[config.mk]
export PLATFORM = sky130hd
export DESIGN_NAME = endgenerate_alu
export DESIGN_NICKNAME = d
export VERILOG_FILES = /design/src/rtl/endgenerate_alu.sv
export SDC_FILE = /design/constraint.sdc
export NUM_CORES = 1
export LEC_CHECK = 0
export ABC_AREA = 1
export CAP_MARGIN = 20
export CORE_UTILIZATION = 53
export CTS_CLUSTER_SIZE = 12
export DETAILED_ROUTE_END_ITERATION = 8
export HOLD_SLACK_MARGIN = 0.12
export PLACE_DENSITY = 0.83
export SLEW_MARGIN = 25
export SYNTH_ARGS = -nofsm -noshare
export SYNTH_HDL_FRONTEND = slang
export SYNTH_SLANG_ARGS = --single-unit
[constraint.sdc]
create_clock -name CLK -period 1.26 [get_ports CLK]
set_input_delay 0.252 -clock CLK [delete_from_list [all_inputs] [get_ports CLK]]
set_output_delay 0.252 -clock CLK [all_outputs]
set_load 0.05 [all_outputs]
[src/rtl/endgenerate_alu.sv]
// rtl/endgenerate_alu.sv - 8-bit registered execute-stage ALU with carry, zero and branch flags
module endgenerate_alu (
   input  logic       CLK,
   input  logic       RST,
   input  logic [7:0] A,
   input  logic [7:0] B,
   input  logic [2:0] instr,
   output logic [7:0] out,
   output logic       co_flag,
   output logic       zero_flag,
   output logic       branch_flag
);

   typedef enum logic [2:0] {
      OP_NOP = 3'b000,
      OP_ADD = 3'b001,
      OP_SUB = 3'b010,
      OP_AND = 3'b011,
      OP_NOT = 3'b100,
      OP_BEQ = 3'b101,
      OP_OR  = 3'b110,
      OP_XOR = 3'b111
   } op_t;

   logic [8:0] sum;
   logic [8:0] diff;
   logic [7:0] next_out;
   logic       next_co;
   logic       writes_out;

   // Result selection; writes_out marks opcodes that update out, co_flag and zero_flag
   always_comb begin
      sum        = {1'b0, A} + {1'b0, B};
      diff       = {1'b0, A} - {1'b0, B};
      next_out   = out;
      next_co    = co_flag;
      writes_out = 1'b1;
      case (op_t'(instr))
         OP_ADD: begin
            next_out = sum[7:0];
            next_co  = sum[8];
         end
         OP_SUB: begin
            // bit 8 of the zero-extended difference is the borrow (A < B)
            next_out = diff[7:0];
            next_co  = diff[8];
         end
         OP_AND: begin
            next_out = A & B;
            next_co  = 1'b0;
         end
         OP_NOT: begin
            next_out = ~A;
            next_co  = 1'b0;
         end
         OP_OR: begin
            next_out = A | B;
            next_co  = 1'b0;
         end
         OP_XOR: begin
            next_out = A ^ B;
            next_co  = 1'b0;
         end
         default: begin
            // NOP and BEQ leave the result and its flags untouched
            writes_out = 1'b0;
         end
      endcase
   end

   // Output registers; branch_flag is a single-cycle status only set by BEQ
   always_ff @(posedge CLK or posedge RST) begin
      if (RST) begin
         out         <= 8'h00;
         co_flag     <= 1'b0;
         zero_flag   <= 1'b0;
         branch_flag <= 1'b0;
      end else begin
         branch_flag <= (op_t'(instr) == OP_BEQ) ? (A == B) : 1'b0;
         if (writes_out) begin
            out       <= next_out;
            co_flag   <= next_co;
            zero_flag <= (next_out == 8'h00);
         end
      end
   end

endmodule

==> run summary, run 1 <==
Post-Place Cell Area = 2770 um2
CTS buffer count = 3
RePlAce Congestion = 0.959
Syn Nets = 336
Maximum clock path buffer count = 2
H-tree levels = 1
Die Span Y = 59.5 um
Error = [ERROR DPL-0038] Utilization greater than 100%, impossible to legalize
Post-CTS Setup Inserts = 22
Post-cts hold buffer count = 0
FF+latch count, synth = 11
Post-Synthesis Cells = 289
Yosys cell types = 28
Post-Synthesis Cell Area = 1750 um2
Synth warn = 0
Io pins = 32
Pre-CTS setup slack = -1.15 ns
Number of cell rows = 20
Initial Util = 56.5%
Placed Instances = 411
CTS root buf = clkbuf_4
Clk sink count = 11
Post-synthesis sequential area ratio = 15.7%
CTS-repair resized insts = 134
Post-DP HPWL = 5.29 mm
Failing step = clock tree synthesis (4_1_cts)
Port Buffers = 31
Width of the die = 59.5 um
Mean Syn Cell Area = 6.06 um2
Status = stopped before the end
[cell families after synthesis]
family                     after synthesis  share of synthesized area [%]
AOI/OAI and AO/OA                       23                           7.43
adders and majority gates               26                           19.4
buffers and inverters                   54                           12.3
DFF                                     11                           15.7
and+or+nand+nor                        175                           45.1
[stage by stage]
| step | hold slack [ns] | util [%] | setup TNS, ns |
|---|---|---|---|
| after detailed placement | 0.534 | 89.1 | -9.48 |
| after floorplan | 0.104 | - | -0.926 |
| after global placement | 0.530 | 89.1 | -8.43 |
[cell usage after synthesis]
master	instances	share of area, %
nand2_2	2	0.71
nand3_2	3	1.7
nand2_1	91	20
buf_2	4	1.1
o21bai_1	2	0.86
o21ai_0	6	1.7
o2111ai_1	1	0.50
a21oi_1	10	2.9
nor4_1	2	0.71
nand4_2	1	0.71
or2_2	1	0.36
nand2_4	1	0.64
nand4_1	7	2.5
nor3_1	3	0.86
fa_1	2	2.3
nor2_1	24	5.1
inv_1	43	9.2
nor2_2	8	2.9
a21o_1	1	0.43
nor3_2	1	0.57
nand3_1	31	8.9
a31oi_1	1	0.36
o21ai_1	1	0.29
o21a_1	1	0.43
inv_2	5	1.1
ha_1	24	17
dfrtp_1	11	16
buf_4	2	0.86
==> run 2, diff against run 1 <==
--- a/config.mk
+++ b/config.mk
@@ -7,11 +7,9 @@
 export LEC_CHECK = 0
 export ABC_AREA = 1
 export CAP_MARGIN = 20
-export CORE_UTILIZATION = 53
-export CTS_CLUSTER_SIZE = 12
+export CORE_UTILIZATION = 40
 export DETAILED_ROUTE_END_ITERATION = 8
-export HOLD_SLACK_MARGIN = 0.12
-export PLACE_DENSITY = 0.83
+export PLACE_DENSITY_LB_ADDON = 0.15
 export SLEW_MARGIN = 25
 export SYNTH_ARGS = -nofsm -noshare
 export SYNTH_HDL_FRONTEND = slang
==> run summary, run 2 <==
Vias in the first global route = 2261
Hold_ws = 0.314 ns
Layout Nets = 443
CTS clk-pin slew, worst paths = 0.05 ns
Port Buffers = 31 (unchanged)
Drt pass-1 iters = 4
Non-Filler Instances = 445
Clk sink count = 11 (unchanged)
Crit end category = register
Initial Util = 42.6% (-14 points)
Seq pwr share = 18.5%
Synth warn = 0 (unchanged)
Largest register FFs = 8
CTS buffer count = 3 (unchanged)
RSZ-0062 raised after global routing = yes
CP Max Fanout = 2
Syn Nets = 336 (unchanged)
Clk_lat worst skew = 0.24 ns
Max_slew headroom = 70.9%
PD cells = 728 nW/um2
Total grt overflow = 0
Layout area overhead = 94.4%
First-pass GRT wire length = 10.3 mm
Tmin final = 1.67 ns
Hold WC Path Type = in -> async
Post-cts hold buffer count = 0 (unchanged)
Most common library cells after synthesis = 91 x nand2_1, 43 x inv_1, 31 x nand3_1
CTS tree = done
CP arrival = 1.79 ns
CP required = 1.39 ns
Met3 usage = 3.50%
Met1 Use GR = 37.0%
Crit-path slowest cell = fa_2
GR Util met2 = 53.2%
Post-Place Cell Area = 2780 um2 (+0.63%)
DRC Markers = 0
Cell with the most instances after synthesis = nand2_1
Final WS setup = -0.406 ns
CTS root buf = clkbuf_8
Setup violations, final = 8
Initial antenna violation count = 0
Placed Instances = 420 (+2.2%)
RePlAce Congestion = 0.909 (-5.2%)
Die Span Y = 68.2 um (+15%)
Failing checks = negative setup slack
Ant. Diodes = 0
Post-synth EDFFs = 0 (unchanged)
Combinational Power Share = 67.4%
Fin. max-slew vios = 0
WL/cell = 15.7 um
Register with the most flip-flops = out
Crit-path leading delay family = simple AND/OR/NAND/NOR gates
Maxcap violations = 0
FF+latch count, synth = 11 (unchanged)
Total GRT Usage = 29.8%
Top-area cell type share of the netlist area = 19.5% (unchanged)
R2r setup slk = 0.13 ns
Tcrit/Tclk final = 132%
Achievable Freq = 0.600 GHz
Cell-internal power = 0.00142 W
Width of the die = 68.2 um (+15%)
Worst setup SP type = input pin
Sw Ratio = 42.8%
Pre-CTS setup slack = -1.10 ns (+0.0518 ns)
CP max stage delay = 0.38 ns
Post-Synthesis Cell Area = 1750 um2 (unchanged)
Iteration-0 DRC Markers = 198
Count of final hold-check violations = 0
Post-DP HPWL = 4.55 mm (-14%)
Synth async-reset ratio = 100% (unchanged)
Critical path depth = 14
Maximum clock path buffer count = 2 (unchanged)
Share of cells above drive strength 1 = 58.0%
Io pins = 32 (unchanged)
Sw power = 0.00106 W
Status = complete, but fails checks
Via total after detailed routing = 2399
Leak = 1.68 nW
Post-Synthesis Cells = 289 (unchanged)
Peak VDD IR = 0.447 mV
Crit-path cells = buf_12, ha_4, fa_2, buf_6, nand2_4, inv_1, nor3_2, nor2_1, nand2_1, nor2_2, nand2_1, nor3_2, nand3_1, nand2_1
Drt total wl = 7.00 mm
Buf+Inv Stages, Crit Path = 3
Worst slew pin tran = 0.436 ns
Final instance area = 3400 um2
Largest net degree at the start of global routing = 12
WS Path Type = in -> reg
Commonest non-fill, non-tap cell in the layout = nand2_1
Yosys cell types = 28 (unchanged)
Most frequent cells in the layout = 72 x nand2_1, 62 x buf_4, 25 x inv_2
Most used DFF post-synth = dfrtp_1
Worst reg2reg path depth = 7
H-tree levels = 1 (unchanged)
Post-synthesis sequential area ratio = 15.7% (unchanged)
Synth area leader = nand2_1
Busiest layer in global routing = met2
Most numerous cell on the critical path = nand2_1
Number of cell rows = 23 (+15%)
Clock Skews = 0.00202 ns
Mean Syn Cell Area = 6.06 um2 (unchanged)
Largest cells by area after synthesis = nand2_1 20%, ha_1 17%, dfrtp_1 16%, inv_1 9.2%, nand3_1 8.9%
Routed Antenna Nets = 0
Die area = 4650 um2
Vias per inst = 5.39
Clock Power Share = 14.1%
Core Area = 4120 um2
-- run 2: cell counts after synthesis --
No cell type changed its count.
-- run 2: power by group through the flow --
stage	registers (W)	clock network, W	logic, W
final	0.000460	0.000348	0.00167
after global routing	0.000461	0.000371	0.00177
after CTS	0.000457	0.000352	0.00152
after detailed placement	0.000463	0	0.00129
after global placement	0.000460	0	0.00128
after floorplan	0.000606	0	0.000532
-- run 2: metrics by stage --
stage               util, %  TNS [ns]  power [W]
finish                 82.7     -1.77    0.00248
global route           82.7     -2.25    0.00261
CTS                    78.7     -2.21    0.00232
detailed placement     67.6     -8.92    0.00175
global placement       67.6     -8.60    0.00174
floorplan                 -    -0.926    0.00114
-- run 2: logic make-up after synthesis --
group           after synthesis  share of synthesized area, %
fa+ha+maj                    26                          19.4
buf+inv                      54                          12.3
flops                        11                          15.7
compound gates               23                          7.43
simple gates                175                          45.1
-- run 2: per-layer routing --
metal | up-vias | part of all wire [%]
li1 | 1128 | -
met5 | - | 0
met1 | 1131 | 39
met2 | 120 | 52
met3 | 20 | 6.7
met4 | 0 | 2.8
-- run 2: what timing repair did --
item,in CTS,in global routing
setup buffers,19,4
pin swaps,43,40
resized for setup,112,74
setup endpoints to repair,11,11
-- run 2: worst paths after layout --
check,start,endpoint
setup / recovery,A[0],zero_flag
hold / removal,RST,zero_flag
setup reg to reg,out[1],zero_flag
hold reg to reg,zero_flag,zero_flag
max in group asynchronous,RST,out[5]
min in group CLK,instr[1],branch_flag
-- run 2: final cells by class --
| cell class | count | area (um2) |
|---|---|---|
| Multi-Input combinational cell | 224 | 1780 |
| Timing Repair Buffer | 108 | 1040 |
| Fill cell | 246 | 711 |
| Sequential cell | 11 | 275 |
| Inverter | 48 | 203 |
| Tap cell | 50 | 62.6 |
| Clock buffer | 4 | 45.0 |
Note: power is estimated with default switching activity, not from simulation.
==> run 3, diff against run 2 <==
--- a/config.mk
+++ b/config.mk
@@ -7,8 +7,10 @@
 export LEC_CHECK = 0
 export ABC_AREA = 1
 export CAP_MARGIN = 20
+export CORE_MARGIN = 5
 export CORE_UTILIZATION = 40
 export DETAILED_ROUTE_END_ITERATION = 8
+export HOLD_SLACK_MARGIN = 0.03
 export PLACE_DENSITY_LB_ADDON = 0.15
 export SLEW_MARGIN = 25
 export SYNTH_ARGS = -nofsm -noshare
==> run summary, run 3 (synthesis gave the netlist of run 2 again) <==
Clk_lat worst skew = 0.24 ns (about the same)
Post-Place Cell Area = 2790 um2 (about the same)
Fillcell total = 273 (+11%)
Maxcap violations = 0 (unchanged)
Busiest layer in global routing = met2
First-pass GRT wire length = 10.2 mm (-0.14%)
PD cells = 731 nW/um2 (+0.34%)
WS Path Type = in -> reg
CP Max Fanout = 2 (unchanged)
Worst slew pin tran = 0.417 ns (-0.0187 ns)
Failing checks = negative setup slack
Largest register FFs = 8 (unchanged)
Hold WC Path Type = in -> async
Maximum clock path buffer count = 2 (unchanged)
Drt total wl = 7.13 mm (+1.9%)
Initial antenna violation count = 0 (unchanged)
Vias per inst = 5.35 (-0.67%)
Ant. Diodes = 0 (unchanged)
Die Span Y = 76.2 um (+12%)
CTS root buf = clkbuf_8
Final WS setup = -0.403 ns (+0.00298 ns)
Iteration-0 DRC Markers = 132 (-33%)
Final instance area = 3410 um2 (+0.18%)
Number of cell rows = 24 (+4.3%)
RSZ-0062 raised after global routing = yes
CTS clk-pin slew, worst paths = 0.05 ns (about the same)
Register with the most flip-flops = out
Total grt overflow = 0 (unchanged)
Final Power = 0.00249 W (+0.52%)
Largest net degree at the start of global routing = 12 (unchanged)
Post-DP HPWL = 4.59 mm (+0.71%)
Met1 Use GR = 26.3% (-11 points)
Crit end category = register
Port Buffers = 31 (unchanged)
CP arrival = 1.84 ns (+0.05 ns)
Fin. max-slew vios = 0 (unchanged)
Vias in the first global route = 2270 (+0.40%)
Peak VDD IR = 0.303 mV (-32%)
Met3 usage = 3.66% (+0.16 points)
CP required = 1.44 ns (+0.05 ns)
GR Util met2 = 34.8% (-18 points)
Initial Util = 40.8% (-1.8 points)
CTS buffer count = 3 (unchanged)
Layout Nets = 447 (+0.90%)
Setup violations, final = 9 (+1)
CTS tree = done
Leak = 1.70 nW (+1.1%)
Post-cts hold buffer count = 0 (unchanged)
Routed Antenna Nets = 0 (unchanged)
RePlAce Congestion = 0.925 (+1.8%)
Max_slew headroom = 72.1% (+1.2 points)
Placed Instances = 422 (+0.48%)
Clock Skews = 0.00352 ns (+0.00150 ns)
Count of final hold-check violations = 0 (unchanged)
Tmin final = 1.66 ns (-0.00297 ns)
R2r setup slk = 0.17 ns (+0.04 ns)
Tcrit/Tclk final = 132% (-0.24 points)
Io pins = 32 (unchanged)
Achievable Freq = 0.601 GHz (+0.18%)
Via total after detailed routing = 2415 (+0.67%)
Worst setup SP type = input pin
DRC Markers = 0 (unchanged)
Status = complete, but fails checks
WL/cell = 15.8 um (+0.52%)
Non-Filler Instances = 451 (+1.3%)
Share of cells above drive strength 1 = 57.4% (-0.58 points)
Pre-CTS setup slack = -1.06 ns (+0.0370 ns)
Die area = 5800 um2 (+25%)
Width of the die = 76.2 um (+12%)
H-tree levels = 1 (unchanged)
Clk sink count = 11 (unchanged)
Core Area = 4290 um2 (+4.3%)
Drt pass-1 iters = 4 (unchanged)
Layout Utilization = 79.4% (-3.3 points)
Layout area overhead = 94.7%
Commonest non-fill, non-tap cell in the layout = nand2_1
Total GRT Usage = 21.1% (-8.7 points)
Most frequent cells in the layout = 76 x nand2_1, 68 x buf_4, 24 x inv_2
## run 3: timing repair
| action | 4_1_cts | 5_1_grt |
|---|---|---|
| resized for setup | 93 | 88 |
| buffers inserted | 20 | 10 |
| endpoints found under the setup margin | 11 | 11 |
| pin swaps | 40 | 51 |
## run 3: final timing paths
check | from | end | depth (start not counted)
worst max-delay path | A[0] | zero_flag | 14
worst min-delay path | RST | out[6] | 2
worst max register to register | out[1] | zero_flag | 7
worst min register to register | out[0] | out[0] | 1
max in group asynchronous | RST | branch_flag | 2
min in group CLK | instr[1] | branch_flag | 5
## run 3: metal layers
metal / wire, um / share of wire [%]
met1: 2770 / 39
met2: 3440 / 48
met3: 566 / 7.9
met4: 366 / 5.1
met5: 0 / 0
## run 3: critical path: stages
cell,delay (ns)
buf_12,0.10
inv_12,0.03
ha_4,0.15
fa_2,0.53
inv_2,0.04
nand2_1,0.07
nand2_1,0.08
inv_1,0.08
nand3_2,0.08
nor2_1,0.10
nand2_1,0.06
nor3_2,0.11
nand3_1,0.09
nand2_1,0.07
## run 3: report_power, final
group          internal (W)  leakage (nW)  switching (W)
sequential         0.000403         0.137      0.0000536
clock              0.000217        0.0255       0.000137
combinational      0.000803          1.54       0.000878
total               0.00142          1.70        0.00107
## run 3: area by class of cell
type / instances / area, um2 / share of cell area [%]
clock inverter: 1 / 5.00 / 0.147
sequential: 11 / 275 / 8.07
timing repair buffer: 112 / 1090 / 31.8
multi-input combinational: 224 / 1730 / 50.8
clock buffer: 3 / 41.3 / 1.21
inverter: 48 / 205 / 6.02
tap: 52 / 65.1 / 1.91
## run 3: metrics by stage
| stage | hold slack (ns) | TNS [ns] |
|---|---|---|
| 2_1_floorplan | 0.104 | -0.926 |
| 3_3_place_gp | 0.537 | -8.61 |
| 3_5_place_dp | 0.557 | -8.94 |
| 4_1_cts | 0.324 | -2.60 |
| 5_1_grt | 0.394 | -2.27 |
| 6_report | 0.317 | -1.70 |
==> run 4, diff against run 3 <==
--- a/config.mk
+++ b/config.mk
@@ -10,6 +10,7 @@
 export CORE_MARGIN = 5
 export CORE_UTILIZATION = 40
 export DETAILED_ROUTE_END_ITERATION = 8
+export DONT_BUFFER_PORTS = 1
 export HOLD_SLACK_MARGIN = 0.03
 export PLACE_DENSITY_LB_ADDON = 0.15
 export SLEW_MARGIN = 25
==> run summary, run 4 (synthesis gave the netlist of run 2 again) <==
Vias in the first global route = 1904 (-16%)
Crit-path cells = inv_12, ha_4, fa_2, inv_2, nand2_1, nand2_1, inv_2, nand3_2, nor2_1, nand2_1, nor3_2, nand3_1, nand2_1
Routed Antenna Nets = 0 (unchanged)
RR Startpoint = out[3]
Count of final hold-check violations = 0 (unchanged)
Post-Place Cell Area = 2340 um2 (-16%)
Fin. max-slew vios = 0 (unchanged)
Status = complete, but fails checks
TNS Setup = -0.224 ns (+1.48 ns)
Vias per inst = 5.01 (-6.5%)
Post-DP HPWL = 4.44 mm (-3.1%)
Port Buffers = 0 (-100%)
Reg2reg end = zero_flag
Largest net degree at the start of global routing = 12 (unchanged)
Hold WC Path Type = in -> reg
Final instance area = 2500 um2 (-27%)
Total grt overflow = 0 (unchanged)
Width of the die = 76.2 um (unchanged)
Via total after detailed routing = 1997 (-17%)
Crit-path slowest cell = fa_2
Register with the most flip-flops = out
Die Span Y = 76.2 um (unchanged)
Die area = 5800 um2 (unchanged)
Worst reg2reg path depth = 5 (-2)
Maximum clock path buffer count = 2 (unchanged)
Non-Filler Instances = 399 (-12%)
H-tree levels = 1 (unchanged)
CTS tree = done
Layout area overhead = 42.9%
Worst slew pin tran = 0.485 ns (+0.0671 ns)
RSZ-0062 raised after global routing = yes
Largest register FFs = 8 (unchanged)
Initial antenna violation count = 0 (unchanged)
Hold Startpoint = instr[1]
CTS clk-pin slew, worst paths = 0.05 ns (about the same)
Setup violations, final = 2 (-7)
Most frequent cells in the layout = 84 x nand2_1, 59 x buf_4, 29 x inv_1
Commonest non-fill, non-tap cell in the layout = nand2_1
Final WS setup = -0.178 ns (+0.224 ns)
CP required = 1.43 ns (about the same)
Pre-CTS setup slack = -0.472 ns (+0.590 ns)
Clk_lat worst skew = 0.24 ns (about the same)
Maxcap violations = 0 (unchanged)
First-pass GRT wire length = 8.67 mm (-15%)
PD cells = 755 nW/um2 (+3.3%)
Max_slew headroom = 67.7% (-4.4 points)
Number of cell rows = 24 (unchanged)
Hold path depth = 3
Drt total wl = 5.22 mm (-27%)
Layout Utilization = 58.3% (-21 points)
Core Area = 4290 um2 (unchanged)
Drt pass-1 iters = 4 (unchanged)
CTS root buf = clkbuf_8
Multi-input combinational cell area = 1470 um2 (-15%)
CP Max Fanout = 2 (unchanged)
Placed Instances = 390 (-7.6%)
DRC Markers = 0 (unchanged)
Failing checks = negative setup slack
Tcrit/Tclk final = 114% (-18 points)
Crit end category = register
WL/cell = 13.1 um (-17%)
CP max stage delay = 0.52 ns (about the same)
Most numerous cell on the critical path = nand2_1
Iteration-0 DRC Markers = 162 (+23%)
Hold EP = branch_flag
Initial Util = 40.8% (unchanged)
Worst setup SP type = input pin
RePlAce Congestion = 0.902 (-2.5%)
CTS buffer count = 3 (unchanged)
Total GRT Usage = 17.7% (-3.3 points)
Peak VDD IR = 0.298 mV (-1.5%)
Leak = 1.34 nW (-21%)
Clock Skews = 0.00199 ns (-0.00153 ns)
Layout Nets = 395 (-12%)
WS Path Type = in -> reg
Reg area = 275 um2 (unchanged)
Tmin final = 1.44 ns (-0.224 ns)
Clk sink count = 11 (unchanged)
Fillcell total = 437 (+60%)
CP arrival = 1.61 ns (-0.23 ns)
Share of cells above drive strength 1 = 37.5% (-20 points)
Io pins = 32 (unchanged)
Achievable Freq = 0.695 GHz (+16%)
Ant. Diodes = 0 (unchanged)
R2r setup slk = 0.22 ns (+0.05 ns)
-- run 4: cell count changes in the layout (fill, tap and decap cells not counted), moves of 9 or more --
cell / previous run / this run
buf_12: 14 / 0
buf_4: 68 / 59
buf_6: 15 / 0
inv_1: 19 / 29
nand2_2: 15 / 6
nand3_1: 14 / 28
nand3_2: 18 / 5
-- run 4: through the flow --
stage / total power, W / hold WS, ns
6_report: 0.00189 / 0.218
3_3_place_gp: 0.00148 / 0.154
4_1_cts: 0.00186 / 0.209
3_5_place_dp: 0.00148 / 0.161
5_1_grt: 0.00203 / 0.231
2_1_floorplan: 0.00114 / 0.104
-- run 4: critical path, delay by kind of cell --
family,cells,cell delay (ns)
and+or+nand+nor,8,0.59
buffers and inverters,3,0.09
adders and majority gates,2,0.66
-- run 4: power breakdown --
group,internal (W),switching (W),leakage [nW]
combinational,0.000450,0.000638,1.18
sequential,0.000402,0.0000471,0.137
clock,0.000222,0.000130,0.0228
total,0.00107,0.000815,1.34
-- run 4: worst max path at each step --
stage                     startpoint        end  slack, ns  depth (start not counted)
after floorplan                 A[0]  zero_flag      -0.31                         13
after global placement          A[0]  zero_flag      -0.47                         12
after detailed placement        A[0]  zero_flag      -0.47                         12
after CTS                       A[0]  zero_flag      -0.19                         13
after global routing            B[2]  zero_flag      -0.29                         13
final                           A[0]  zero_flag      -0.18                         13
-- run 4: what timing repair did --
item,4_1_cts,5_1_grt
endpoints found under the setup margin,5,7
hold buffers,1,0
gates cloned,0,0
endpoints found under the hold margin,11,0
pin swaps,8,2
resized for setup,7,10
buffers inserted,1,3
-- run 4: layout make-up --
cell class / instances / share of cell area, %
multi-input combinational: 224 / 58.8
timing repair buffer: 60 / 18.1
tap: 52 / 2.60
clock buffer: 4 / 1.80
sequential: 11 / 11.0
inverter: 48 / 7.70
-- run 4: metal layers --
layer | track usage [%] | routed length, um | vias to the layer above
met3 | 2.96 | 335 | 17
met4 | 7.34 | 176 | 0
met2 | 27.7 | 2320 | 53
li1 | - | - | 1031
met5 | 0 | 0 | -
met1 | 24.1 | 2380 | 896
